==> config.mk <==
export PLATFORM = sky130hd
export DESIGN_NAME = i2c_arbiter
export DESIGN_NICKNAME = d
export VERILOG_FILES = /design/src/rtl/i2c_pkg.sv /design/src/rtl/rr_picker.sv /design/src/rtl/i2c_arbiter.sv
export SDC_FILE = /design/constraint.sdc
export NUM_CORES = 1
export LEC_CHECK = 0
export CAP_MARGIN = 10
export CORE_MARGIN = 3
export CORE_UTILIZATION = 46
export DETAILED_ROUTE_END_ITERATION = 7
export PLACE_DENSITY = 0.9
export SETUP_SLACK_MARGIN = 0.1
export SLEW_MARGIN = 20
export SYNTH_ARGS = -nofsm -noshare
export SYNTH_HDL_FRONTEND = slang
export SYNTH_HIERARCHICAL = 1
export SYNTH_SLANG_ARGS = --single-unit
==> constraint.sdc <==
create_clock -name clk -period 4.8 [get_ports clk]
set_clock_uncertainty 0.15 [all_clocks]
set_input_delay 0.48 -clock clk [delete_from_list [all_inputs] [get_ports clk]]
set_output_delay 0.48 -clock clk [all_outputs]
set_load 0.01 [all_outputs]
==> src/rtl/i2c_pkg.sv <==
`default_nettype none
// ==================================================================
// i2c_pkg : FSM encoding and bus field widths for the i2c arbiter
// Revision 1.0
// ==================================================================
package i2c_pkg;

  localparam int ADDR_W = 7;
  localparam int DATA_W = 8;

  localparam logic [1:0] IDLE      = 2'd0;
  localparam logic [1:0] LAUNCH    = 2'd1;
  localparam logic [1:0] WAIT_DONE = 2'd2;
  localparam logic [1:0] COMPLETE  = 2'd3;

endpackage
`default_nettype wire

==> src/rtl/rr_picker.sv <==
`default_nettype none
// ==================================================================
// rr_picker : combinational round-robin winner select, search from ptr+1
// Revision 1.0
// ==================================================================
module rr_picker #(
  parameter int N_REQ = 4,
  parameter int PTR_W = 2
) (
  input  logic [N_REQ-1:0] req,
  input  logic [PTR_W-1:0] ptr,
  output logic [N_REQ-1:0] win,
  output logic             valid
);

  logic [PTR_W-1:0] idx;

  always_comb begin
    win   = '0;
    valid = 1'b0;
    idx   = '0;
    // k = N_REQ lands back on ptr itself, so the last owner is searched last
    for (int k = 1; k <= N_REQ; k++) begin
      idx = PTR_W'((int'(ptr) + k) % N_REQ);
      if (!valid && req[idx]) begin
        win[idx] = 1'b1;
        valid    = 1'b1;
      end
    end
  end

endmodule
`default_nettype wire

==> src/rtl/i2c_arbiter.sv <==
`default_nettype none
// ==================================================================
// i2c_arbiter : round-robin sharing of one i2c master among N_REQ requesters
// Revision 1.0
// ==================================================================
module i2c_arbiter
  import i2c_pkg::*;
#(
  parameter int N_REQ          = 4,
  parameter int TIMEOUT_CYCLES = 1024,
  parameter int LAUNCH_CYCLES  = 4
) (
  input  logic                      clk,
  input  logic                      rst,
  input  logic [N_REQ-1:0]          req,
  input  logic [ADDR_W*N_REQ-1:0]   req_addr,
  input  logic [DATA_W*N_REQ-1:0]   req_data,
  input  logic [N_REQ-1:0]          req_rw,
  output logic [N_REQ-1:0]          gnt,
  output logic [N_REQ-1:0]          done,
  output logic [N_REQ-1:0]          err,
  output logic                      i2c_start,
  output logic [ADDR_W-1:0]         i2c_addr,
  output logic [DATA_W-1:0]         i2c_data,
  output logic                      i2c_rw,
  input  logic                      i2c_ready,
  output logic                      busy
);

  localparam int PTR_W = $clog2(N_REQ);
  localparam int CNT_W = $clog2(TIMEOUT_CYCLES + 1);
  localparam logic [CNT_W-1:0] CNT_MAX     = '1;
  localparam logic [CNT_W-1:0] LAUNCH_LIM  = CNT_W'(LAUNCH_CYCLES);
  localparam logic [CNT_W-1:0] TIMEOUT_LIM = CNT_W'(TIMEOUT_CYCLES);
  localparam logic [PTR_W-1:0] PTR_RST     = PTR_W'(N_REQ - 1);

  logic [1:0]        state_q, state_d;
  logic [N_REQ-1:0]  gnt_q, gnt_d;
  logic [PTR_W-1:0]  ptr_q, ptr_d;
  logic [PTR_W-1:0]  win_idx_q, win_idx_d;
  logic [CNT_W-1:0]  cnt_q, cnt_d, cnt_inc;
  logic              err_flag_q, err_flag_d;
  logic [ADDR_W-1:0] addr_q, addr_d;
  logic [DATA_W-1:0] data_q, data_d;
  logic              rw_q, rw_d;

  logic [N_REQ-1:0]  pick_win;
  logic              pick_valid;

  rr_picker #(
    .N_REQ (N_REQ),
    .PTR_W (PTR_W)
  ) u_rr_picker (
    .req   (req),
    .ptr   (ptr_q),
    .win   (pick_win),
    .valid (pick_valid)
  );

  always_comb begin
    cnt_inc    = (cnt_q == CNT_MAX) ? cnt_q : cnt_q + 1'b1;
    state_d    = state_q;
    gnt_d      = gnt_q;
    ptr_d      = ptr_q;
    win_idx_d  = win_idx_q;
    cnt_d      = cnt_q;
    err_flag_d = err_flag_q;
    addr_d     = addr_q;
    data_d     = data_q;
    rw_d       = rw_q;

    case (state_q)
      IDLE: begin
        if (pick_valid && i2c_ready) begin
          state_d    = LAUNCH;
          gnt_d      = pick_win;
          cnt_d      = '0;
          err_flag_d = 1'b0;
          for (int i = 0; i < N_REQ; i++) begin
            if (pick_win[i]) begin
              win_idx_d = PTR_W'(i);
              addr_d    = req_addr[i*ADDR_W +: ADDR_W];
              data_d    = req_data[i*DATA_W +: DATA_W];
              rw_d      = req_rw[i];
            end
          end
        end
      end
      LAUNCH: begin
        if (!i2c_ready) begin
          state_d = WAIT_DONE;
          cnt_d   = '0;
        end else begin
          cnt_d = cnt_inc;
          if (cnt_inc >= LAUNCH_LIM) begin
            state_d    = COMPLETE;
            err_flag_d = 1'b1;
          end
        end
      end
      WAIT_DONE: begin
        if (i2c_ready) begin
          state_d = COMPLETE;
        end else begin
          cnt_d = cnt_inc;
          if (cnt_inc >= TIMEOUT_LIM) begin
            state_d    = COMPLETE;
            err_flag_d = 1'b1;
          end
        end
      end
      COMPLETE: begin
        gnt_d   = '0;
        ptr_d   = win_idx_q;
        state_d = IDLE;
      end
      default: begin
        state_d = IDLE;
        gnt_d   = '0;
      end
    endcase
  end

  always_ff @(posedge clk) begin
    if (!rst) begin
      state_q    <= IDLE;
      gnt_q      <= '0;
      ptr_q      <= PTR_RST;
      win_idx_q  <= '0;
      cnt_q      <= '0;
      err_flag_q <= 1'b0;
      addr_q     <= '0;
      data_q     <= '0;
      rw_q       <= 1'b0;
    end else begin
      state_q    <= state_d;
      gnt_q      <= gnt_d;
      ptr_q      <= ptr_d;
      win_idx_q  <= win_idx_d;
      cnt_q      <= cnt_d;
      err_flag_q <= err_flag_d;
      addr_q     <= addr_d;
      data_q     <= data_d;
      rw_q       <= rw_d;
    end
  end

  // gnt is still held during COMPLETE, so done/err reuse it as the one-hot
  assign gnt       = gnt_q;
  assign done      = (state_q == COMPLETE) ? gnt_q : '0;
  assign err       = (state_q == COMPLETE && err_flag_q) ? gnt_q : '0;
  assign i2c_start = (state_q == LAUNCH);
  assign busy      = (state_q != IDLE);
  assign i2c_addr  = addr_q;
  assign i2c_data  = data_q;
  assign i2c_rw    = rw_q;

endmodule
`default_nettype wire

Word-level counts from Yosys, hierarchy flattened
Cells that the tools add are included.
Word-level totals
  register bits: 38
  bits of input ports: 71
  output and inout port bits: 30
  logic and storage cells: 121
Operators by class
  add/subtract/negate cells: 5
  order comparisons: 10
  equal/unequal tests: 11
  muxes and demuxes: 61
  bitwise operators: 3
  reduce and logical (&&, ||, !) cells: 22
Operators by type and width (number)
  2-to-1 mux 11 bit: 4
  one-hot mux 11 bit (3 select lines): 1
  2-to-1 mux 8 bit: 4
  2-to-1 mux 4 bit: 7
  2-to-1 mux 7 bit: 4
  2-to-1 mux 1 bit: 21
  2-to-1 mux 2 bit: 9
  less-than comparator 2 x 3 -> 1 bit, second input constant: 4
  bitwise OR 4 bit: 3
  adder 11 x 1 -> 11 bit, second input constant: 1
  == test 11 bit, second input constant: 1
  greater-or-equal comparator 11 bit, second input constant: 1
  greater-or-equal comparator 11 x 3 -> 1 bit, second input constant: 1
  logical AND 1 bit: 9
  AND reduction 3 bit: 3
  binary-select mux 1 bit (select 2 bit): 4
  demux 1 bit (select 2 bit): 4
  greater-or-equal comparator 2 x 1 -> 1 bit, second input constant: 4
  one-hot mux 2 bit (4 select lines): 1
  one-hot mux 4 bit (2 select lines): 1
  != test 2 bit, second input constant: 3
  AND reduction 6 bit: 1
  adder 2 x 1 -> 2 bit, second input constant: 2
  adder 2 bit, second input constant: 2
  other kinds (12): 17

Logic depth before layout (Yosys ltp)
Gate-level depths: netlist of the first run.
  word-level depth: 17
  gate-level depth with buffers: 14

By module
The synthesis of the first run kept the hierarchy.
By module, submodules not included
  i2c_arbiter: instances 1, cells each 309, area each 2483.6 µm²
  rr_picker: instances 1, cells each 48, area each 415.4 µm²

Worst setup path after synthesis of the first run
OpenSTA, ideal clock, no wires.
  path kind: flip-flop to flip-flop
  start: reg ptr_q[0]
  end: reg addr_q[4] (netlist: i2c_addr[4])
  data arrival time: 3.102 ns
  setup slack: 1.432 ns
  stages on the path, launching flop included: 14
  cells stage by stage: dfxtp_1 -> inv_1 -> ha_1 -> mux2i_1 -> o2111ai_1 -> o21ai_0 -> a221o_1 -> buf_2 -> buf_1 -> mux2i_1 -> nor2_1 -> a21oi_1 -> o211ai_1 -> o211a_1
Between the ends
  cells in the longest elaborated chain, start to end: 16
  elaborated cells on any way between the ends: 55
RTL lines
  start, declared: line i2c_arbiter.sv:39  | logic [PTR_W-1:0] ptr_q, ptr_d;
  start signal, assigned: line i2c_arbiter.sv:138  | ptr_q <= ptr_d;
  parallel branches: the longest is 12 deep, another holds less-than comparator 2 x 3 -> 1 bit
  2-to-1 mux 4 bit (*): line rr_picker.sv:25  | if (!valid && req[idx]) begin
  named net pick_win[1]: line i2c_arbiter.sv:47  | logic [N_REQ-1:0] pick_win;
  2-to-1 mux 7 bit (3 in a row): line i2c_arbiter.sv:80  | if (pick_win[i]) begin
  end signal, assigned: line i2c_arbiter.sv:142  | addr_q <= addr_d;
  end, declared: line i2c_arbiter.sv:43  | logic [ADDR_W-1:0] addr_q, addr_d;
Mark *: on every way through the listed nets, which the timed path passes. The select of a mux whose other input is x is not followed.
A chain may end at the register's enable or synchronous reset.

Final worst setup path of the first run
  start: reg ptr_q[1]
  end: reg data_q[3] (netlist: i2c_data[3])
Between the ends
  cells in the longest elaborated chain, start to end: 16
  elaborated cells on any way between the ends: 55
RTL lines
  parallel branches: the longest is 12 deep, another holds less-than comparator 2 x 3 -> 1 bit
  2-to-1 mux 4 bit (*): line rr_picker.sv:25
  named net pick_win[1]: line i2c_arbiter.sv:47
  2-to-1 mux 8 bit (3 in a row): line i2c_arbiter.sv:80
  end signal, assigned: line i2c_arbiter.sv:143  | data_q <= data_d;
  end, declared: line i2c_arbiter.sv:44  | logic [DATA_W-1:0] data_q, data_d;
Marks and branches as above.

==> impl_metrics.py, run 1 <==
metrics = {
    "clock_network": {
        "clkSlewWorstSetupHoldPaths_ns": 0.08,
        "cts-root-buf": "clkbuf_8",
        "cts_tree": "built",
        "cts_hold_buf": 0,
        "clock_path_buffers": 2,
        "clock_latency_ns": 0.29,
        "cts_made_buffers": 5,
        "h-tree-depth": 2,
        "cts-resized-gates": 0,
        "clock_sinks": 38,
        "cts_setup_buffers": 0,
    },
    "synth": {
        "syn_area_mm2": 0.00290,
        "synthArstFlopShare": 0,
        "synth.distinct_cells": 56,
        "syn_inst": 357,
        "synth-main-ff-cell": "dfxtp_1",
        "synth_seq_cells": 38,
        "seq_area_frac_synth": 0.262,
        "synth_top_cell_by_area": "dfxtp_1",
        "yosysMostFrequentCell": "nand2_1",
        "netlist.area_leader.share": 0.262,
        "synth_edf_count": 0,
        "synth_fp_nets": 441,
        "ys_top_cells_by_area": "dfxtp_1 (26%), mux2i_1 (11%), o211a_1 (5.9%)",
        "synth_common_cells": "nand2_1 (45), dfxtp_1 (38), mux2i_1 (31)",
        "ys_warn_count": 6,
        "synth.avg_cell_area_um2": 8.12,
    },
    "power_and_ir_drop": {
        "p_leak_nw": 1.69,
        "powerDensity_mw_per_mm2": 389,
        "vdd_drop_max_v": 0.000257,
    },
    "floorplanning": {
        "core_mm2": 0.00603,
        "start_util": 0.481,
        "num_rows": 28,
        "dieArea_mm2": 0.00729,
        "die_x_um": 85.4,
        "die_h_um": 85.4,
        "pin_count": 101,
    },
    "worst_setup_path": {
        "critPathMaxStageDelay_ns": 0.61,
        "crit_fanout": 34,
        "cp_num_buf_inv": 1,
        "worstSetupPathType": "reg -> reg",
        "rr_startpoint": "ptr_q[1]",
        "crit_family": "simple AND/OR/NAND/NOR gates",
        "r2r_cells": 10,
        "start_kind": "flip-flop",
        "crit_path_cell_trace": "inv_1 -> ha_1 -> mux2_2 -> nand4_1 -> o21ai_0 -> a221o_1 -> nor4_1 -> nor2_4 -> o211ai_1 -> o211a_1",
        "r2r_slack_ns": 1.19,
        "crit_slowest_cell": "dfxtp_1",
        "r2r_end": "i2c_data[3]",
        "worstPathArrival_ns": 3.70,
        "end_kind": "flip-flop",
        "critical_path_required_ns": 4.89,
    },
    "detailed_routing": {
        "viasPerCell": 5.73,
        "dr.first_iter.drc_count": 258,
        "via_count": 2980,
        "post_drt_wl_per_cell_um": 15.0,
        "drc": 0,
        "drtPass1Iterations": 4,
        "drtAntennaViolNets": 0,
        "routed_wl_um": 7780,
    },
    "timing": {
        "period_needed_ns": 3.61,
        "max_freq_mhz": 277,
        "rsz0062_at_grt": "false",
        "finalHoldViolCount": 0,
        "min_period_over_period": 0.753,
        "tightest_slew_ns": 0.693,
        "setup_viol": 0,
        "fin_tns_setup_ns": 0,
        "maxSlewHeadroom": 0.537,
        "drv_slew": 0,
        "setup_ws_ns": 1.19,
    },
    "global_routing": {
        "gr-usage-met3": 0.0806,
        "grtUsageTotal": 0.220,
        "grtUsageMet2": 0.374,
        "grt_pass1_wl_um": 13200,
        "antenna_found_initial": 0,
        "grt_max_degree": 40,
        "busiest_layer": "met2",
        "met1_usage": 0.264,
        "grt-ovfl-total": 0,
        "grt_pass1_vias": 2915,
    },
    "final_layout": {
        "final_area_mm2": 0.00405,
        "postLayoutCoreUtil": 0.671,
        "area_growth_pct": 39.5,
        "fin_cells": 520,
        "fin_nets": 528,
        "drive_gt1_frac": 0.0539,
        "antenna_cells": 0,
    },
    "placement": {
        "postPlaceCellArea_mm2": 0.00390,
        "pre_cts_slack_ns": 0.846,
        "place_inst": 512,
        "io_buffers": 100,
        "place_congestion": 0.894,
        "dpl.hpwl_um": 5890,
    },
    "min_path": {
        "hold_path.startpoint": "win_idx_q[1]",
        "hold_class": "reg -> reg",
        "hold_depth": 2,
        "holdPathEnd": "ptr_q[1]",
    },
    "run_status": {
        "status": "completed",
    },
    "job": {
        "cap_violations": 0,
    },
}
## worst reg2reg max path, stage by stage, from the launching register on
cell,delay (ns)
dfxtp_1,0.61
inv_1,0.18
ha_1,0.43
mux2_2,0.37
nand4_1,0.08
o21ai_0,0.18
a221o_1,0.36
nor4_1,0.59
nor2_4,0.27
o211ai_1,0.18
o211a_1,0.16
## worst max-delay path by stage
stage	from	endpoint	slack, ns	depth (start not counted)
6_report	ptr_q[1]	i2c_data[3]	1.19	10
5_1_grt	ptr_q[1]	i2c_addr[1]	0.83	12
4_1_cts	ptr_q[1]	i2c_data[3]	0.82	10
3_5_place_dp	ptr_q[1]	i2c_data[3]	0.85	10
3_3_place_gp	req[1]	i2c_data[4]	1.13	9
2_1_floorplan	ptr_q[0]	i2c_addr[4]	1.43	13
## layer usage
| metal | share of wire | up-vias | routed length [µm] |
|---|---|---|---|
| met4 | 0.014 | 0 | 110 |
| met3 | 0.10 | 11 | 794 |
| met1 | 0.41 | 1355 | 3180 |
| met5 | 0 | - | 0 |
| met2 | 0.48 | 129 | 3700 |
| li1 | - | 1485 | - |
## area by class of cell
type	instances	area [µm²]
tap	75	93.8
inverter	11	41.3
sequential	38	761
fill	484	1980
multi-input combinational	284	1980
timing repair buffer	104	1030
clock inverter	3	68.8
clock buffer	5	68.8
## power by group
group          internal (mW)  switching [mW]  leakage, nW  total [mW]
Clock                  0.208           0.122       0.0683       0.330
Sequential             0.388          0.0554        0.310       0.443
Combinational          0.383           0.417         1.31       0.800
Total                  0.979           0.594         1.69        1.57
## kinds of logic (layout without fill, tap and decap cells)
group / after synthesis / after routing / share of synthesized area
XOR/XNOR: 2 / 2 / 0.00604
buffers and inverters: 35 / 123 / 0.0570
AO/OA/AOI/OAI: 103 / 103 / 0.257
AND/OR/NAND/NOR: 131 / 131 / 0.232
multiplexers: 35 / 35 / 0.129
adder cells (fa/ha/maj): 13 / 13 / 0.0561
flip-flops: 38 / 38 / 0.262
## layout by cell type, fill, tap and decap left out, types with 4 or more instances in the layout
master,instances
nor3_1,4
clkbuf_8,5
and2_1,19
a221o_1,4
nand2_1,45
a21oi_1,24
nand3_1,4
clkdlybuf4s50_1,100
inv_1,11
o211ai_1,16
o21ai_0,21
and3_1,6
buf_4,4
mux2i_1,31
o211a_1,17
nor2_1,27
dfxtp_1,38
ha_1,13
## registers in the layout, summed over array words and instances, names as in the netlist
register / flops
win_idx_q: 2
state_q: 2
i2c_rw: 1
i2c_addr: 7
gnt: 4
err_flag_q: 1
i2c_data: 8
cnt_q: 11
ptr_q: 2
## per-stage QoR
step	hold slack [ns]	power, mW
after global placement	0.310	1.21
final	0.327	1.57
after global routing	0.373	1.68
after detailed placement	0.313	1.24
after floorplan	0.288	0.943
after CTS	0.335	1.57
No activity file was read; power rests on OpenSTA's default activity.
==> run 2: changes to the inputs <==
- CORE_UTILIZATION: 46 -> 42
- PLACE_DENSITY: 0.9 -> 0.87
- clock period: 4.8 -> 2.9 ns (I/O delays scaled with it)
==> run 2 against run 1 <==
Against the previous run:
- non-clock buffer count rose by 27
- global-route usage increased by 0.77 points
- power is 86% higher
- combinational power increased by 110%
- die area grew 8.8%
- cell count increased by 5.6%
- fmax increased by 26%
- worst hold slack improved by 0.017 ns
- first-iteration DRC count shrank 2.7%
- register-to-register slack got worse by 1.2 ns
- wire length rose by 17%
- critical path type unchanged
==> impl_metrics.py, run 2 (same netlist as run 1, synthesis figures left out) <==
metrics = {
    "detailed_routing": {
        "drc": 0,
        "drtAntennaViolNets": 0,
        "viasPerCell": 5.77,
        "dr.first_iter.drc_count": 251,
        "post_drt_wl_per_cell_um": 16.6,
        "via_count": 3165,
        "routed_wl_um": 9120,
        "drtPass1Iterations": 5,
    },
    "floorplanning": {
        "core_mm2": 0.00653,
        "start_util": 0.444,
        "dieArea_mm2": 0.00794,
        "die_h_um": 89.1,
        "pin_count": 101,
        "num_rows": 29,
        "die_x_um": 89.1,
    },
    "clock_network": {
        "clock_sinks": 38,
        "cts-root-buf": "clkbuf_8",
        "h-tree-depth": 2,
        "cts_made_buffers": 5,
        "clock_latency_ns": 0.30,
        "cts_tree": "built",
        "clock_path_buffers": 2,
        "clkSlewWorstSetupHoldPaths_ns": 0.08,
    },
    "worst_setup_path": {
        "crit_fanout": 7,
        "critical_path_required_ns": 3.00,
        "start_kind": "flip-flop",
        "worstSetupPathType": "reg -> reg",
        "worstPathArrival_ns": 2.97,
        "end_kind": "flip-flop",
    },
    "placement": {
        "postPlaceCellArea_mm2": 0.00408,
        "dpl.hpwl_um": 6400,
        "io_buffers": 100,
        "pre_cts_slack_ns": -0.212,
        "place_congestion": 0.881,
    },
    "job": {
        "cap_violations": 0,
    },
    "final_layout": {
        "area_growth_pct": 52.7,
        "mostFrequentLayoutCells": "clkdlybuf4s50_1 (99), nand2_1 (45), dfxtp_1 (36)",
        "postLayoutCoreUtil": 0.678,
        "multi_input_area_mm2": 0.00206,
        "fillCellCount": 517,
        "drive_gt1_frac": 0.140,
        "final_common_cell": "clkdlybuf4s50_1",
        "fin_nets": 555,
        "ff_latch_area_um2": 768,
        "antenna_cells": 0,
        "largest_register_ffs": 11,
        "regMostFlops": "cnt_q",
        "final_area_mm2": 0.00443,
    },
    "global_routing": {
        "antenna_found_initial": 0,
        "grt-ovfl-total": 0,
        "grt_pass1_vias": 3125,
        "grt_max_degree": 35,
        "grtUsageTotal": 0.228,
        "grt_pass1_wl_um": 14300,
    },
    "power_and_ir_drop": {
        "p_seq_frac": 0.253,
        "combPwrFrac": 0.564,
        "clkPwrFrac": 0.183,
        "vdd_drop_max_v": 0.000317,
        "switchingPower_mw": 1.09,
        "p_sw_frac": 0.374,
        "internal_power_mw": 1.83,
        "powerDensity_mw_per_mm2": 659,
        "p_leak_nw": 1.86,
    },
    "timing": {
        "setup_ws_ns": 0.0294,
        "setup_viol": 0,
        "hold-worst-slack_ns": 0.343,
        "period_needed_ns": 2.87,
        "tightest_slew_ns": 0.549,
        "finalHoldViolCount": 0,
        "min_period_over_period": 0.990,
        "rsz0062_at_grt": "true",
        "max_freq_mhz": 348,
        "drv_slew": 0,
        "maxSlewHeadroom": 0.631,
    },
    "run_status": {
        "status": "completed",
    },
    "min_path": {
        "hold_class": "reg -> reg",
    },
}
[run 2: power by group through the flow]
stage,Combinational (mW),Sequential [mW],Clock (mW)
finish,1.65,0.738,0.535
global route,1.78,0.752,0.557
CTS,1.56,0.734,0.538
detailed placement,1.44,0.748,0
global placement,1.39,0.740,0
floorplan,0.869,0.767,0
[run 2: area by class of cell]
type                            instances  area share
Multi-Input combinational cell        284       0.464
Timing Repair Buffer                  131       0.300
Inverter                               11     0.00989
Clock inverter                          1     0.00678
Sequential cell                        38       0.173
Tap cell                               77      0.0218
Clock buffer                            7      0.0243
[run 2: metal layers]
layer / track usage / part of all wire
met1: 0.280 / 0.42
met5: 0 / 0
met4: 0.0636 / 0.017
met3: 0.0599 / 0.081
met2: 0.392 / 0.49
[run 2: path summary, 6_finish.rpt]
| path | start | end | slack [ns] | cells after the start |
|---|---|---|---|---|
| setup / recovery | ptr_q[1] | i2c_addr[4] | 0.03 | 13 |
| hold / removal | win_idx_q[0] | ptr_q[0] | 0.34 | 2 |
| setup reg to reg | ptr_q[1] | i2c_addr[4] | 0.03 | 13 |
| hold reg to reg | win_idx_q[0] | ptr_q[0] | 0.34 | 2 |
[run 2: stage by stage]
| step | total power, mW | setup TNS [ns] | cells |
|---|---|---|---|
| 2_1_floorplan | 1.64 | 0 | 357 |
| 3_3_place_gp | 2.13 | -1.55 | 527 |
| 3_5_place_dp | 2.18 | -3.17 | 527 |
| 4_1_cts | 2.83 | 0 | 544 |
| 5_1_grt | 3.09 | -0.216 | 549 |
| 6_report | 2.92 | 0 | 549 |
[run 2: repair_timing]
action                                 CTS  global route
gates cloned                             2             2
endpoints found under the hold margin    0             0
resized for setup                        8            15
pin swaps                                6            14
setup buffers                            8             4
hold buffers                             0             0
setup endpoints to repair               17            19
[run 2: critical path, cell delays in order, from the launching register on]
cell	delay [ns]
dfxtp_4	0.37
inv_4	0.05
ha_4	0.27
mux2i_4	0.19
mux2_4	0.32
mux2i_2	0.17
a221o_1	0.32
buf_6	0.15
buf_12	0.14
mux2i_1	0.12
nor2_1	0.17
a21oi_2	0.06
o211ai_1	0.18
o211a_1	0.17
==> run 3: changes to the inputs <==
- SKIP_LAST_GASP: default -> 1
==> run 3 against run 2 <==
Against the previous run:
- worst hold slack about the same
- register-to-register slack about the same
- wire length shrank 0.30%
- critical path type unchanged
- largest power group unchanged
- highest routed layer unchanged
==> impl_metrics.py, run 3 (same netlist as run 1, synthesis figures left out) <==
metrics = {
    "run_status": {
        "status": "completed",
    },
    "floorplanning": {
        "start_util": 0.444,
        "dieArea_mm2": 0.00794,
        "pin_count": 101,
        "num_rows": 29,
        "die_h_um": 89.1,
        "die_x_um": 89.1,
        "core_mm2": 0.00653,
    },
    "detailed_routing": {
        "drtPass1Iterations": 5,
        "drc": 0,
        "via_count": 3180,
        "drtAntennaViolNets": 0,
        "routed_wl_um": 9090,
        "post_drt_wl_per_cell_um": 16.6,
        "dr.first_iter.drc_count": 290,
        "viasPerCell": 5.79,
    },
    "timing": {
        "rsz0062_at_grt": "true",
        "hold-worst-slack_ns": 0.343,
        "finalHoldViolCount": 0,
        "drv_slew": 0,
        "maxSlewHeadroom": 0.615,
        "setup_ws_ns": 0.0292,
        "setup_viol": 0,
        "period_needed_ns": 2.87,
        "max_freq_mhz": 348,
        "min_period_over_period": 0.990,
        "tightest_slew_ns": 0.573,
    },
    "min_path": {
        "hold_class": "reg -> reg",
    },
    "final_layout": {
        "postLayoutCoreUtil": 0.678,
        "largest_register_ffs": 11,
        "ff_latch_area_um2": 768,
        "regMostFlops": "cnt_q",
        "drive_gt1_frac": 0.140,
        "fillCellCount": 517,
        "mostFrequentLayoutCells": "clkdlybuf4s50_1 (99), nand2_1 (45), dfxtp_1 (36)",
        "area_growth_pct": 52.7,
        "final_area_mm2": 0.00443,
        "final_common_cell": "clkdlybuf4s50_1",
        "multi_input_area_mm2": 0.00206,
        "antenna_cells": 0,
        "fin_nets": 555,
        "fin_cells": 549,
    },
    "clock_network": {
        "clkSlewWorstSetupHoldPaths_ns": 0.08,
        "clock_latency_ns": 0.30,
        "cts-root-buf": "clkbuf_8",
        "h-tree-depth": 2,
        "cts_tree": "built",
        "clock_path_buffers": 2,
        "clock_sinks": 38,
        "cts_hold_buf": 0,
        "cts_made_buffers": 5,
    },
    "placement": {
        "place_congestion": 0.881,
        "io_buffers": 100,
        "place_inst": 527,
        "postPlaceCellArea_mm2": 0.00408,
        "pre_cts_slack_ns": -0.212,
        "dpl.hpwl_um": 6400,
    },
    "global_routing": {
        "grt_pass1_vias": 3125,
        "grt-ovfl-total": 0,
        "grt_pass1_wl_um": 14300,
        "grtUsageTotal": 0.228,
        "antenna_found_initial": 0,
        "grt_max_degree": 35,
    },
    "worst_setup_path": {
        "crit_end": "i2c_addr[4]",
        "crit_path_cell_trace": "inv_4 -> ha_4 -> mux2i_4 -> mux2_4 -> mux2i_2 -> a221o_1 -> buf_6 -> buf_12 -> mux2i_1 -> nor2_1 -> a21oi_2 -> o211ai_1 -> o211a_1",
        "worstSetupPathType": "reg -> reg",
        "start_kind": "flip-flop",
        "crit_slowest_cell": "dfxtp_4",
        "crit_fanout": 7,
        "critical_path_required_ns": 3.00,
        "worstPathArrival_ns": 2.97,
        "end_kind": "flip-flop",
        "rr_startpoint": "ptr_q[1]",
        "r2r_end": "i2c_addr[4]",
        "r2r_cells": 13,
        "crit_path_start": "ptr_q[1]",
        "critPathMaxStageDelay_ns": 0.37,
        "r2r_slack_ns": 0.03,
    },
    "power_and_ir_drop": {
        "vdd_drop_max_v": 0.000317,
        "p_leak_nw": 1.86,
        "powerDensity_mw_per_mm2": 659,
    },
    "job": {
        "cap_violations": 0,
    },
}
[run 3: cell counts in the layout (fill, tap and decap cells not counted)]
Identical to the previous run, type by type.
[run 3: metrics by stage]
| stage | setup TNS [ns] | power, mW |
|---|---|---|
| final | 0 | 2.92 |
| after global routing | -0.216 | 3.09 |
| after global placement | -1.55 | 2.13 |
| after floorplan | 0 | 1.64 |
| after CTS | 0 | 2.83 |
| after detailed placement | -3.17 | 2.18 |
[run 3: routing by layer]
metal,vias up,track usage,routed length [µm],part of all wire
li1,1536,-,-,-
met1,1480,0.280,3790,0.42
met4,0,0.0636,172,0.019
met3,15,0.0599,727,0.080
met5,-,0,0,0
met2,149,0.392,4400,0.48
[run 3: critical path, delay by kind of cell, from the launching register on]
kind / cells / cell delay, ns
buf+inv: 3 / 0.35
simple gates: 1 / 0.17
fa+ha+maj: 1 / 0.27
compound gates: 4 / 0.73
flops: 1 / 0.37
mux: 4 / 0.80
[run 3: timing repair]
| item | 4_1_cts | 5_1_grt |
|---|---|---|
| setup buffers | 8 | 4 |
| gates resized for setup | 8 | 15 |
| pin swaps | 6 | 14 |
| gates cloned | 2 | 2 |
| setup endpoints to repair | 17 | 19 |
[run 3: worst min-delay path by stage]
stage / start / endpoint / slack [ns] / cells past startpoint
finish: win_idx_q[0] / ptr_q[0] / 0.34 / 2
global route: i2c_data[0] / i2c_data[0] / 0.37 / 1
CTS: win_idx_q[0] / ptr_q[0] / 0.34 / 2
detailed placement: win_idx_q[1] / ptr_q[1] / 0.32 / 2
global placement: win_idx_q[1] / ptr_q[1] / 0.31 / 2
floorplan: win_idx_q[1] / ptr_q[1] / 0.29 / 2
[run 3: area by class of cell]
| cell class | instances | area share |
|---|---|---|
| Clock inverter | 1 | 0.00678 |
| Timing Repair Buffer | 131 | 0.300 |
| Multi-Input combinational cell | 284 | 0.464 |
| Clock buffer | 7 | 0.0243 |
| Inverter | 11 | 0.00989 |
| Sequential cell | 38 | 0.173 |
| Tap cell | 77 | 0.0218 |
[run 3: power breakdown]
part           switching (mW)  internal [mW]  leakage [nW]  total, mW
clock network           0.204          0.333        0.0696      0.536
logic                   0.792          0.853          1.48       1.65
registers              0.0953          0.643         0.310      0.738
